## config.mk

```make
export PLATFORM = sky130hd
export DESIGN_NAME = hazard_ctrl
export DESIGN_NICKNAME = d
export VERILOG_FILES = /design/src/rtl/hazard_ctrl.sv
export SDC_FILE = /design/constraint.sdc
export NUM_CORES = 1
export LEC_CHECK = 0
export ABC_AREA = 1
export CORE_AREA = 3 3 54 56
export CTS_BUF_LIST = sky130_fd_sc_hd__clkbuf_4
export DETAILED_ROUTE_END_ITERATION = 12
export DIE_AREA = 0 0 57 59
export PLACE_DENSITY = 0.84
export SLEW_MARGIN = 20
export SYNTH_ARGS = -nofsm -noshare
export SYNTH_HDL_FRONTEND = slang
export SYNTH_SLANG_ARGS = --single-unit
```

## constraint.sdc

```tcl
create_clock -name clk -period 2.3 [get_ports clk]
set_input_delay 0.46 -clock clk [delete_from_list [all_inputs] [get_ports clk]]
set_output_delay 0.46 -clock clk [all_outputs]
set_load 0.01 [all_outputs]
```

## src/rtl/hazard_ctrl.sv

```systemverilog
// ----------------------------------------------------------------------------
// hazard_ctrl
//
// Hazard and pipeline-control unit for the 5-stage RV32I pipeline. It drives
// the stall (en) and flush (clr) controls of the IF/ID, ID/EX and EX/MEM
// pipeline registers and the EX-stage forwarding selects. It resolves
// load-use hazards, taken-branch redirects and multi-cycle data-memory waits.
// A memory-wait state machine with a saturating timeout counter aborts a
// data-memory access that never completes.
//
// Parameters:
//   MEM_TIMEOUT  max cycles spent in MEM_WAIT before abort (1..255)
//   TO_W         width of the timeout counter
//
// Ports:
//   clk, reset            clock, synchronous active-high reset
//   rs1_d, rs2_d          ID-stage source registers
//   rs1_e, rs2_e, rd_e    EX-stage source / destination registers
//   load_e                EX instruction is a load
//   rd_m, regwrite_m      MEM-stage destination / write enable
//   rd_w, regwrite_w      WB-stage destination / write enable
//   pcsrc_e               EX branch/jump taken
//   dmem_req_m            MEM stage issues a data-memory access
//   dmem_ready            data memory completes the access this cycle
//   stall_f, stall_d      hold PC, hold IF/ID
//   flush_d, flush_e      clear IF/ID (NOP), clear ID/EX (bubble)
//   stall_em              hold ID/EX, EX/MEM, MEM/WB
//   forward_a_e/_b_e      00 regfile, 10 from MEM, 01 from WB
//   mem_abort             one-cycle pulse on memory timeout
//
// Optional build macro HAZARD_PERF_CNT_EN adds free-running 32-bit
// performance counters stall_cnt, flush_cnt and wait_cnt.
// ----------------------------------------------------------------------------
module hazard_ctrl #(
   parameter int unsigned MEM_TIMEOUT = 16,
   parameter int unsigned TO_W        = 8
) (
   input  logic       clk,
   input  logic       reset,
   input  logic [4:0] rs1_d,
   input  logic [4:0] rs2_d,
   input  logic [4:0] rs1_e,
   input  logic [4:0] rs2_e,
   input  logic [4:0] rd_e,
   input  logic       load_e,
   input  logic [4:0] rd_m,
   input  logic       regwrite_m,
   input  logic [4:0] rd_w,
   input  logic       regwrite_w,
   input  logic       pcsrc_e,
   input  logic       dmem_req_m,
   input  logic       dmem_ready,
   output logic       stall_f,
   output logic       stall_d,
   output logic       flush_d,
   output logic       flush_e,
   output logic       stall_em,
   output logic [1:0] forward_a_e,
   output logic [1:0] forward_b_e,
   output logic       mem_abort
`ifdef HAZARD_PERF_CNT_EN
   ,
   output logic [31:0] stall_cnt,
   output logic [31:0] flush_cnt,
   output logic [31:0] wait_cnt
`endif
);

   typedef enum logic [1:0] {
      StRun     = 2'd0,
      StMemWait = 2'd1,
      StAbort   = 2'd2
   } state_e;

   localparam logic [TO_W-1:0] TimeoutVal = TO_W'(MEM_TIMEOUT);
   localparam logic [TO_W-1:0] CntOne     = TO_W'(1);

   state_e          state_q, state_d;
   logic [TO_W-1:0] cnt_q, cnt_d;

   logic       lw_stall;
   logic       wait_start;
   logic [1:0] fwd_a;
   logic [1:0] fwd_b;

   // MEM result is newer than WB, so it takes priority; x0 is never forwarded.
   function automatic logic [1:0] fwd_sel(input logic [4:0] rs,
                                          input logic [4:0] rdm, input logic wm,
                                          input logic [4:0] rdw, input logic ww);
      if (wm && (rdm != 5'd0) && (rdm == rs)) begin
         return 2'b10;
      end else if (ww && (rdw != 5'd0) && (rdw == rs)) begin
         return 2'b01;
      end
      return 2'b00;
   endfunction

   always_comb begin
      fwd_a = fwd_sel(rs1_e, rd_m, regwrite_m, rd_w, regwrite_w);
      fwd_b = fwd_sel(rs2_e, rd_m, regwrite_m, rd_w, regwrite_w);
   end

   assign lw_stall   = load_e && (rd_e != 5'd0) && ((rd_e == rs1_d) || (rd_e == rs2_d));
   // A request that completes in its own cycle never causes a wait.
   assign wait_start = dmem_req_m && !dmem_ready;

   // State register
   always_ff @(posedge clk) begin
      if (reset) begin
         state_q <= StRun;
         cnt_q   <= '0;
      end else begin
         state_q <= state_d;
         cnt_q   <= cnt_d;
      end
   end

   // Next-state and timeout counter
   always_comb begin
      state_d = state_q;
      cnt_d   = cnt_q;
      unique case (state_q)
         StRun: begin
            if (wait_start) begin
               state_d = StMemWait;
               cnt_d   = CntOne;
            end
         end
         StMemWait: begin
            if (dmem_ready) begin
               state_d = StRun;
               cnt_d   = '0;
            end else if (cnt_q == TimeoutVal) begin
               state_d = StAbort;
            end else if (cnt_q < TimeoutVal) begin
               // Saturating: never wraps past the timeout value.
               cnt_d = cnt_q + CntOne;
            end
         end
         StAbort: begin
            state_d = StRun;
            cnt_d   = '0;
         end
         default: begin
            state_d = StRun;
            cnt_d   = '0;
         end
      endcase
   end

   // Outputs; everything is held at 0 while reset is high.
   always_comb begin
      stall_f     = 1'b0;
      stall_d     = 1'b0;
      flush_d     = 1'b0;
      flush_e     = 1'b0;
      stall_em    = 1'b0;
      forward_a_e = 2'b00;
      forward_b_e = 2'b00;
      mem_abort   = 1'b0;
      if (!reset) begin
         forward_a_e = fwd_a;
         forward_b_e = fwd_b;
         unique case (state_q)
            StRun: begin
               if (wait_start) begin
                  // Freeze the whole pipe; a taken branch stays parked in EX.
                  stall_f  = 1'b1;
                  stall_d  = 1'b1;
                  stall_em = 1'b1;
               end else begin
                  // With load-use and taken branch together, the flush wins at
                  // IF/ID; the PC mux takes the redirect from pcsrc_e.
                  stall_f = lw_stall;
                  stall_d = lw_stall;
                  flush_d = pcsrc_e;
                  flush_e = lw_stall || pcsrc_e;
               end
            end
            StMemWait: begin
               stall_f  = 1'b1;
               stall_d  = 1'b1;
               stall_em = 1'b1;
            end
            StAbort: begin
               mem_abort = 1'b1;
               flush_d   = 1'b1;
               flush_e   = 1'b1;
            end
            default: begin
               stall_f = 1'b0;
            end
         endcase
      end
   end

`ifdef HAZARD_PERF_CNT_EN
   logic [31:0] stall_cnt_q, flush_cnt_q, wait_cnt_q;

   always_ff @(posedge clk) begin
      if (reset) begin
         stall_cnt_q <= '0;
         flush_cnt_q <= '0;
         wait_cnt_q  <= '0;
      end else begin
         if ((state_q == StRun) && lw_stall) begin
            stall_cnt_q <= stall_cnt_q + 32'd1;
         end
         if (flush_e) begin
            flush_cnt_q <= flush_cnt_q + 32'd1;
         end
         if (state_q == StMemWait) begin
            wait_cnt_q <= wait_cnt_q + 32'd1;
         end
      end
   end

   assign stall_cnt = stall_cnt_q;
   assign flush_cnt = flush_cnt_q;
   assign wait_cnt  = wait_cnt_q;
`endif

endmodule
```

==> Word level (Yosys, flattened, before mapping) <==
Index checks and enable logic that the tools add are counted.
{ "word_totals": {"ff_bits": 10, "inputBits": 43, "output_inout_bits": 10, "word_cells": 70} }
{ "classes": {"n_addsub": 1, "magnitude_cmp": 1, "eq_ne": 13, "n_mux": 35, "n_reduce_logical": 18} }
{ "ops": {"columns": ["cell", "n"], "rows": [
  ["8-bit two-way mux", 4],
  ["5-bit equality test", 6],
  ["2-bit two-way mux", 11],
  ["8-bit one-hot mux with 2 select lines", 1],
  ["5-bit nonzero test", 3],
  ["1-bit two-way mux", 14],
  ["1-bit logical AND", 9],
  ["3-bit != test (second input constant)", 3],
  ["8-bit by 1-bit adder with 8-bit output (second input constant)", 1],
  ["8-bit by 5-bit equality test with 1-bit output (second input constant)", 1],
  ["8-bit by 5-bit less-than comparator with 1-bit output (second input constant)", 1],
  ["1-bit one-hot mux with 2 select lines", 4],
  ["2-bit one-hot mux with 2 select lines", 1],
  ["3-bit AND reduction", 1],
  ["2-bit by 1-bit equality test with 1-bit output (second input constant)", 1],
  ["2-bit equality test (second input constant)", 1],
  ["2-bit logical NOT", 1],
  ["1-bit logical OR", 2],
  ["2-bit != test (second input constant)", 1],
  ["2-bit AND reduction", 1],
  ["1-bit logical NOT", 1]
]} }

==> Depth between registers and ports, before layout <==
Gate-level depths: netlist of run 1.
{ "logic_depth": {"word_depth": 7, "mapped_depth": 9, "mapped_depth_nobuf": 9} }

==> Least setup slack after synthesis of run 1 <==
Ideal clock, no wire load.
{ "synth_path": {"path_kind": "in2out", "from": "input port rd_e[4]", "to": "output port stall_f", "t_arrival_ps": 1118, "required_ps": 1840, "slack_ps": 722, "stages": 9, "cell_sequence": "inv_1 > nand2_1 > nand2_1 > nor2_1 > nand3_1 > nand2_1 > nand3_1 > nand2_1 > buf_4"} }
{ "synth_via": {"elab_chain_cells": 6, "word_cells_on_any_way": 9} }
{ "synth_rtl": {"columns": ["item", "line_no", "source"], "rows": [
  ["start, declared", "44", "input logic [4:0] rd_e,"],
  ["5-bit equality test / 5-bit nonzero test (equally long branches)", "103", "assign lw_stall = load_e && (rd_e != 5'd0) && ((rd_e == rs1_d) || (rd_e == rs2_d));"],
  ["1-bit logical OR / 1-bit logical AND (equally long branches)", "103", null],
  ["1-bit logical AND *", "103", null],
  ["1-bit two-way mux *", null, null],
  ["1-bit one-hot mux with 2 select lines *", null, null],
  ["1-bit two-way mux *", null, null],
  ["end, declared", "53", "output logic stall_f,"]
]} }
Mark *: on every way between the ends. The rest lies on a longest branch, timed or not.

==> Final worst setup path of run 1 <==
{ "layout_path": {"from": "input port rd_e[1]", "to": "output port stall_d"} }
{ "layout_via": {"elab_chain_cells": 6, "word_cells_on_any_way": 9} }
{ "layout_rtl": {"columns": ["item", "line_no", "source"], "rows": [
  ["5-bit equality test / 5-bit nonzero test (equally long branches)", "103", null],
  ["1-bit logical OR / 1-bit logical AND (equally long branches)", "103", null],
  ["1-bit logical AND *", "103", null],
  ["1-bit two-way mux *", "166", "if (wait_start) begin"],
  ["1-bit one-hot mux with 2 select lines *", "164", "unique case (state_q)"],
  ["1-bit two-way mux *", "161", "if (!reset) begin"],
  ["end, declared", "54", "output logic stall_d,"]
]} }
Marks and branches as above.

==> flow_summary.toml, run 1 <==
[power]
p_leak_nw = 0.850
ir_drop_mv = 0.333
power_density_mw_per_mm2 = 312

[placement]
portBuffers = 52
gp_congestion = 0.824
pre_cts_slack_ps = -282
place_area_sq_mm = 0.00171
placed_cells = 276
hpwl_um = 2460

[clock_network]
insertion_delay_ps = 270
clockBufferDepth = 2
cts_tree = "yes"
htree_num_levels = 1
cts_sinks = 10
clkTransAtPathRegs_ps = 70
cts_buffers = 3
ctsRootBufferMaster = "clkbuf_4"

[cells_and_area]
final_cell_area_sq_mm = 0.00173
nFillCells = 218
drive_gt1_share_pct = 15.7
mostFrequentLayoutCells = "nand2_1, clkdlybuf4s50_1, inv_1, nor2_1, xnor2_1"
insertedDiodeCount = 0
final_common_cell = "nand2_1"
nets = 296
area_growth_pct = 58.0
stdcell_count = 279

[global_routing]
track_usage_pct = 17.8
grt_pass1_wl_um = 4870
grt_remaining_overflow = 0
grt_max_degree = 8
antenna_found_initial = 0
grt_pass1_vias = 1254

[timing]
fin_ws_ps = 117
slew_violations = 0
setup_tns_ps = 0
slew_headroom_pct = 85.0
period_share_pct = 94.9
fin_skew_ps = 4.99
holdWs_ps = 442
max_freq_mhz = 458
hold_viol = 0
tightest_slew_ps = 223
fin_crit_ps = 2180
rsz0062_at_grt = "no"
setup_viol = 0

[yosys]
synth_seq_cells = 10
synth_area_sq_mm = 0.00110
yosysTopAreaCellShare_pct = 18.2
ys.warnings.count = 0
synth_area_per_cell_sq_um = 5.87
yosys.area.top_type = "dfxtp_1"
synth_top_cells_by_area = "dfxtp_1, nand2_1, xnor2_1"
syn_nets = 232
synth.distinct_cells = 24
yosysSeqAreaShare_pct = 18.2
synthCells = 187

[setup_path]
worst-r2r-cell-count = 9
cp-start-kind = "input pin"
r2r-end = "cnt_q[2]$_SDFFE_PP0P_"
critical_path.endpoint_type = "primary output"
r2r_slack_ps = 1180
arrival_ps = 1720
cp.required_ps = 1840
rr_startpoint = "state_q[0]$_SDFFE_PP0P_"
path_class = "in -> out"
crit_fanout = 3

[drt]
viasPerCell = 4.70
wl_per_cell_um = 10.4
wirelength_um = 2900
firstDrtPassIters = 4
drc = 0
drtIter0Drc = 40
ant_nets = 0
vias = 1311

[run_status]
status = "complete, no violations"

[die]
die_w_um = 57
io_pins = 53
fp.coreArea_sq_mm = 0.00248
row_count = 18
dieArea_sq_mm = 0.00336
die_y_um = 59
initial_core_util_pct = 44.3

[worst_hold_path]
hold_path_end = "cnt_q[6]$_SDFFE_PP0P_"
hold_path_depth = 2
hold_class = "reg -> reg"
min_from = "cnt_q[6]$_SDFFE_PP0P_"

[job]
drv_cap = 0
==> worst max-delay path, stage by stage <==
cell and delay [ps]:
clkdlybuf4s50_1 500, inv_1 90, nand2_1 60, nand2_1 50
nor2_1 120, nand3_1 90, nand2_1 80, nand3_1 70
nand2_1 80, clkbuf_2 130
==> power by group <==
group	total [mW]	internal [mW]	switching, mW
Sequential	0.179	0.176	0.00312
Combinational	0.237	0.129	0.109
Clock	0.125	0.0606	0.0645
==> kinds of logic after synthesis <==
group                    after synthesis  share of synthesized area, %
flip-flops                            10                          18.2
XOR/XNOR                              19                          15.2
AO/OA/AOI/OAI                         16                          8.44
buffers and inverters                 35                          12.4
AND/OR/NAND/NOR                      105                          43.4
adder cells (fa/ha/maj)                2                          2.28
==> through the flow <==
| step | util (%) | total power, mW |
|---|---|---|
| final | 70.0 | 0.542 |
| after global routing | 70.0 | 0.578 |
| after global placement | 69.0 | 0.417 |
| after CTS | 70.0 | 0.543 |
| after detailed placement | 69.0 | 0.422 |
| after floorplan | - | 0.294 |
==> sequential cells by signal, summed over array words and instances (netlist names) <==
name,cells
state_q,2
cnt_q,8
==> final cells by class <==
cell class / count / area (sq um) / area share (%)
clock buffer: 3 / 22.5 / 1.30
inverter: 33 / 124 / 7.14
multi-input combinational: 142 / 792 / 45.7
sequential: 10 / 200 / 11.5
tap: 30 / 37.5 / 2.16
timing repair buffer: 61 / 558 / 32.2
==> metal layers <==
| metal | wire [um] | GRT usage (%) |
|---|---|---|
| met2 | 1460 | 33.6 |
| met1 | 1210 | 19.6 |
| met4 | 34 | 4.97 |
| met5 | 0 | 0 |
| met3 | 204 | 4.79 |
==> synthesized netlist by cell type (all sizes together) <==
cell     n
inv     33
nor4     3
dfxtp   10
o21ai    6
nand4    2
xnor2   19
o21a     1
nand2   52
nor3     4
a21oi    8
nand3b   1
nand3   15
ha       2
buf      2
nor2    28
a21boi   1
==> how the worst max path moves through the flow <==
| stage | start | slack (ps) | end | cells after the start |
|---|---|---|---|---|
| 2_1_floorplan | rd_e[4] | 720 | stall_f | 9 |
| 3_3_place_gp | rd_m[3] | -260 | forward_b_e[1] | 6 |
| 3_5_place_dp | rd_e[1] | -280 | stall_d | 10 |
| 4_1_cts | rd_m[0] | -5 | forward_a_e[0] | 7 |
| 5_1_grt | rd_e[0] | 4 | stall_f | 10 |
| 6_report | rd_e[1] | 120 | stall_d | 10 |
==> timing repair <==
action | 4_1_cts | 5_1_grt
endpoints found under the hold margin | 0 | 0
resized for setup | 17 | 20
buffers inserted | 0 | 0
hold buffers | 0 | 0
setup endpoints to repair | 10 | 8
Power figures use the tool's default switching activity.
==> run 2: changes to the inputs <==
Settings changed: SLEW_MARGIN 20 to 40.
==> results of run 2 <==
The final DEF is identical to that of run 1; final timing and power are the same.
==> run 3: changes to the inputs <==
Settings changed: CTS_BUF_LIST sky130_fd_sc_hd__clkbuf_4 to sky130_fd_sc_hd__clkbuf_16, SLEW_MARGIN 40 to 10.
Clock period 2.3 ns to 2.55 ns, I/O delays scaled along.
==> run 3 against run 2 <==
Register-to-register slack improved by 240 ps; clock skew down 2.2 ps; utilization grew 1.4 points; via count rose by 0.31%; combinational power down 11%; final area increased by 1.9%; largest cell class unchanged; global-route usage grew 0.091 points; first-iteration DRC count is 2.5% higher; sequential power down 9%; sequential share of layout area shrank 0.22 points; non-clock buffer count down 2; clock-buffer cell count unchanged.
==> flow_summary.toml, run 3 (synthesis results as in run 1) <==
[run_status]
status = "complete, no violations"

[clock_network]
post_cts_buffers = 0
cts_sinks = 10
ctsRootBufferMaster = "clkbuf_16"
hold_buffers = 0
clockBufferDepth = 2
cts_tree = "yes"
clkTransAtPathRegs_ps = 40
htree_num_levels = 1
cts-resized-gates = 7
insertion_delay_ps = 230
cts_buffers = 3

[setup_path]
crit_fanout = 4
cp.buffers_inverters = 2
cp.required_ps = 2040
path_cells = "clkdlybuf4s50_1 > nor2_1 > nand3_1 > nand2_1 > nor3_1 > nor2_1 > dlygate4sd2_1"
path_class = "in -> out"
crit_path_top_delay_cell = "clkdlybuf4s50_1"
critical_path.endpoint_type = "primary output"
cpPeakStageDelay_ps = 560
path_common_cell = "nor2_1"
cp_top_family = "buffers and inverters"
arrival_ps = 1940
r2r_slack_ps = 1420
cp-start-kind = "input pin"

[timing]
hold_viol = 0
fin_crit_ps = 2450
max_freq_mhz = 408
tightest_slew_ps = 242
rsz0062_at_grt = "no"
period_share_pct = 96.0
setup_viol = 0
slew_headroom_pct = 83.7
slew_violations = 0
fin_skew_ps = 2.83

[worst_hold_path]
hold_class = "reg -> reg"

[global_routing]
grt_max_degree = 8
grt_pass1_wl_um = 4940
grt_remaining_overflow = 0
antenna_found_initial = 0
track_usage_pct = 17.9
grt_pass1_vias = 1270

[power]
power_density_mw_per_mm2 = 368
ir_drop_mv = 0.568
p_leak_nw = 0.850

[die]
dieArea_sq_mm = 0.00336
io_pins = 53
die_w_um = 57
fp.coreArea_sq_mm = 0.00248
initial_core_util_pct = 44.3
die_y_um = 59
row_count = 18

[cells_and_area]
area_growth_pct = 61.1
nets = 294
multi_input_area_sq_um = 761
regArea_sq_um = 200
stdcell_count = 278
utilization_pct = 71.4
mostFrequentLayoutCells = "nand2_1, clkdlybuf4s50_1, inv_1, nor2_1, xnor2_1"
drive_gt1_share_pct = 9.27
final_common_cell = "nand2_1"
top_regs = "cnt_q (8), state_q (2)"
insertedDiodeCount = 0
top_register = "cnt_q"
nFillCells = 218
largest_register_ffs = 8

[drt]
wirelength_um = 2890
drc = 0
viasPerCell = 4.73
wl_per_cell_um = 10.4
drtIter0Drc = 41
vias = 1315
firstDrtPassIters = 4
ant_nets = 0

[placement]
portBuffers = 52
gp_congestion = 0.810
hpwl_um = 2500
placed_cells = 274

[job]
drv_cap = 0
[run 3: changes by cell type in the layout (fill, tap and decap cells not counted), moves of 2 or more]
| cell | change |
|---|---|
| nor4_2 | -2 |
| clkdlybuf4s50_1 | +7 |
| clkbuf_2 | -7 |
| dlygate4sd2_1 | +3 |
| buf_4 | -2 |
| clkbuf_16 | +3 |
| nor3_2 | -2 |
| nor4_1 | +2 |
| clkbuf_4 | -3 |
| dlymetal6s2s_1 | -3 |
| nor3_1 | +2 |
[run 3: final timing paths]
check,startpoint,end,cells past startpoint
worst max register to register,state_q[1]$_SDFFE_PP0P_,cnt_q[4]$_SDFFE_PP0P_,4
worst min-delay path,cnt_q[6]$_SDFFE_PP0P_,cnt_q[6]$_SDFFE_PP0P_,2
worst max-delay path,rd_m[3],forward_a_e[0],7
worst min register to register,cnt_q[6]$_SDFFE_PP0P_,cnt_q[6]$_SDFFE_PP0P_,2
[run 3: routing by layer]
metal | up-vias | GRT usage [%] | routed length (um)
li1 | 702 | - | -
met1 | 555 | 21.3 | 1240
met2 | 52 | 32.5 | 1400
met3 | 6 | 3.49 | 191
met4 | 0 | 5.63 | 48
met5 | - | 0 | 0
[run 3: through the flow]
| step | setup WS (ps) | hold WS (ps) | cell area (sq um) | power [mW] | setup TNS [ps] |
|---|---|---|---|---|---|
| 6_report | 101 | 454 | 1770 | 0.651 | 0 |
| 5_1_grt | 3.64 | 468 | 1770 | 0.686 | 0 |
| 4_1_cts | 63.4 | 453 | 1770 | 0.659 | 0 |
| 3_5_place_dp | -152 | 440 | 1700 | 0.379 | -728 |
| 3_3_place_gp | -110 | 426 | 1700 | 0.375 | -706 |
| 2_1_floorplan | 872 | 417 | 1100 | 0.265 | 0 |
[run 3: tightest hold or removal path: stages, from the launching register on]
cell and delay, ps:
dfxtp_1 310, nand2_1 60, nor2_1 40
[run 3: cell type report]
cell class                      instances  area share, %
Clock buffer                            3           4.25
Clock inverter                          1          0.212
Inverter                               33           7.01
Multi-Input combinational cell        142           43.0
Sequential cell                        10           11.3
Tap cell                               30           2.12
Timing Repair Buffer                   59           32.1
[run 3: where the power goes]
group | internal [mW] | switching [mW]
clock network | 0.205 | 0.0715
registers | 0.160 | 0.00264
logic | 0.118 | 0.0935
total | 0.483 | 0.168
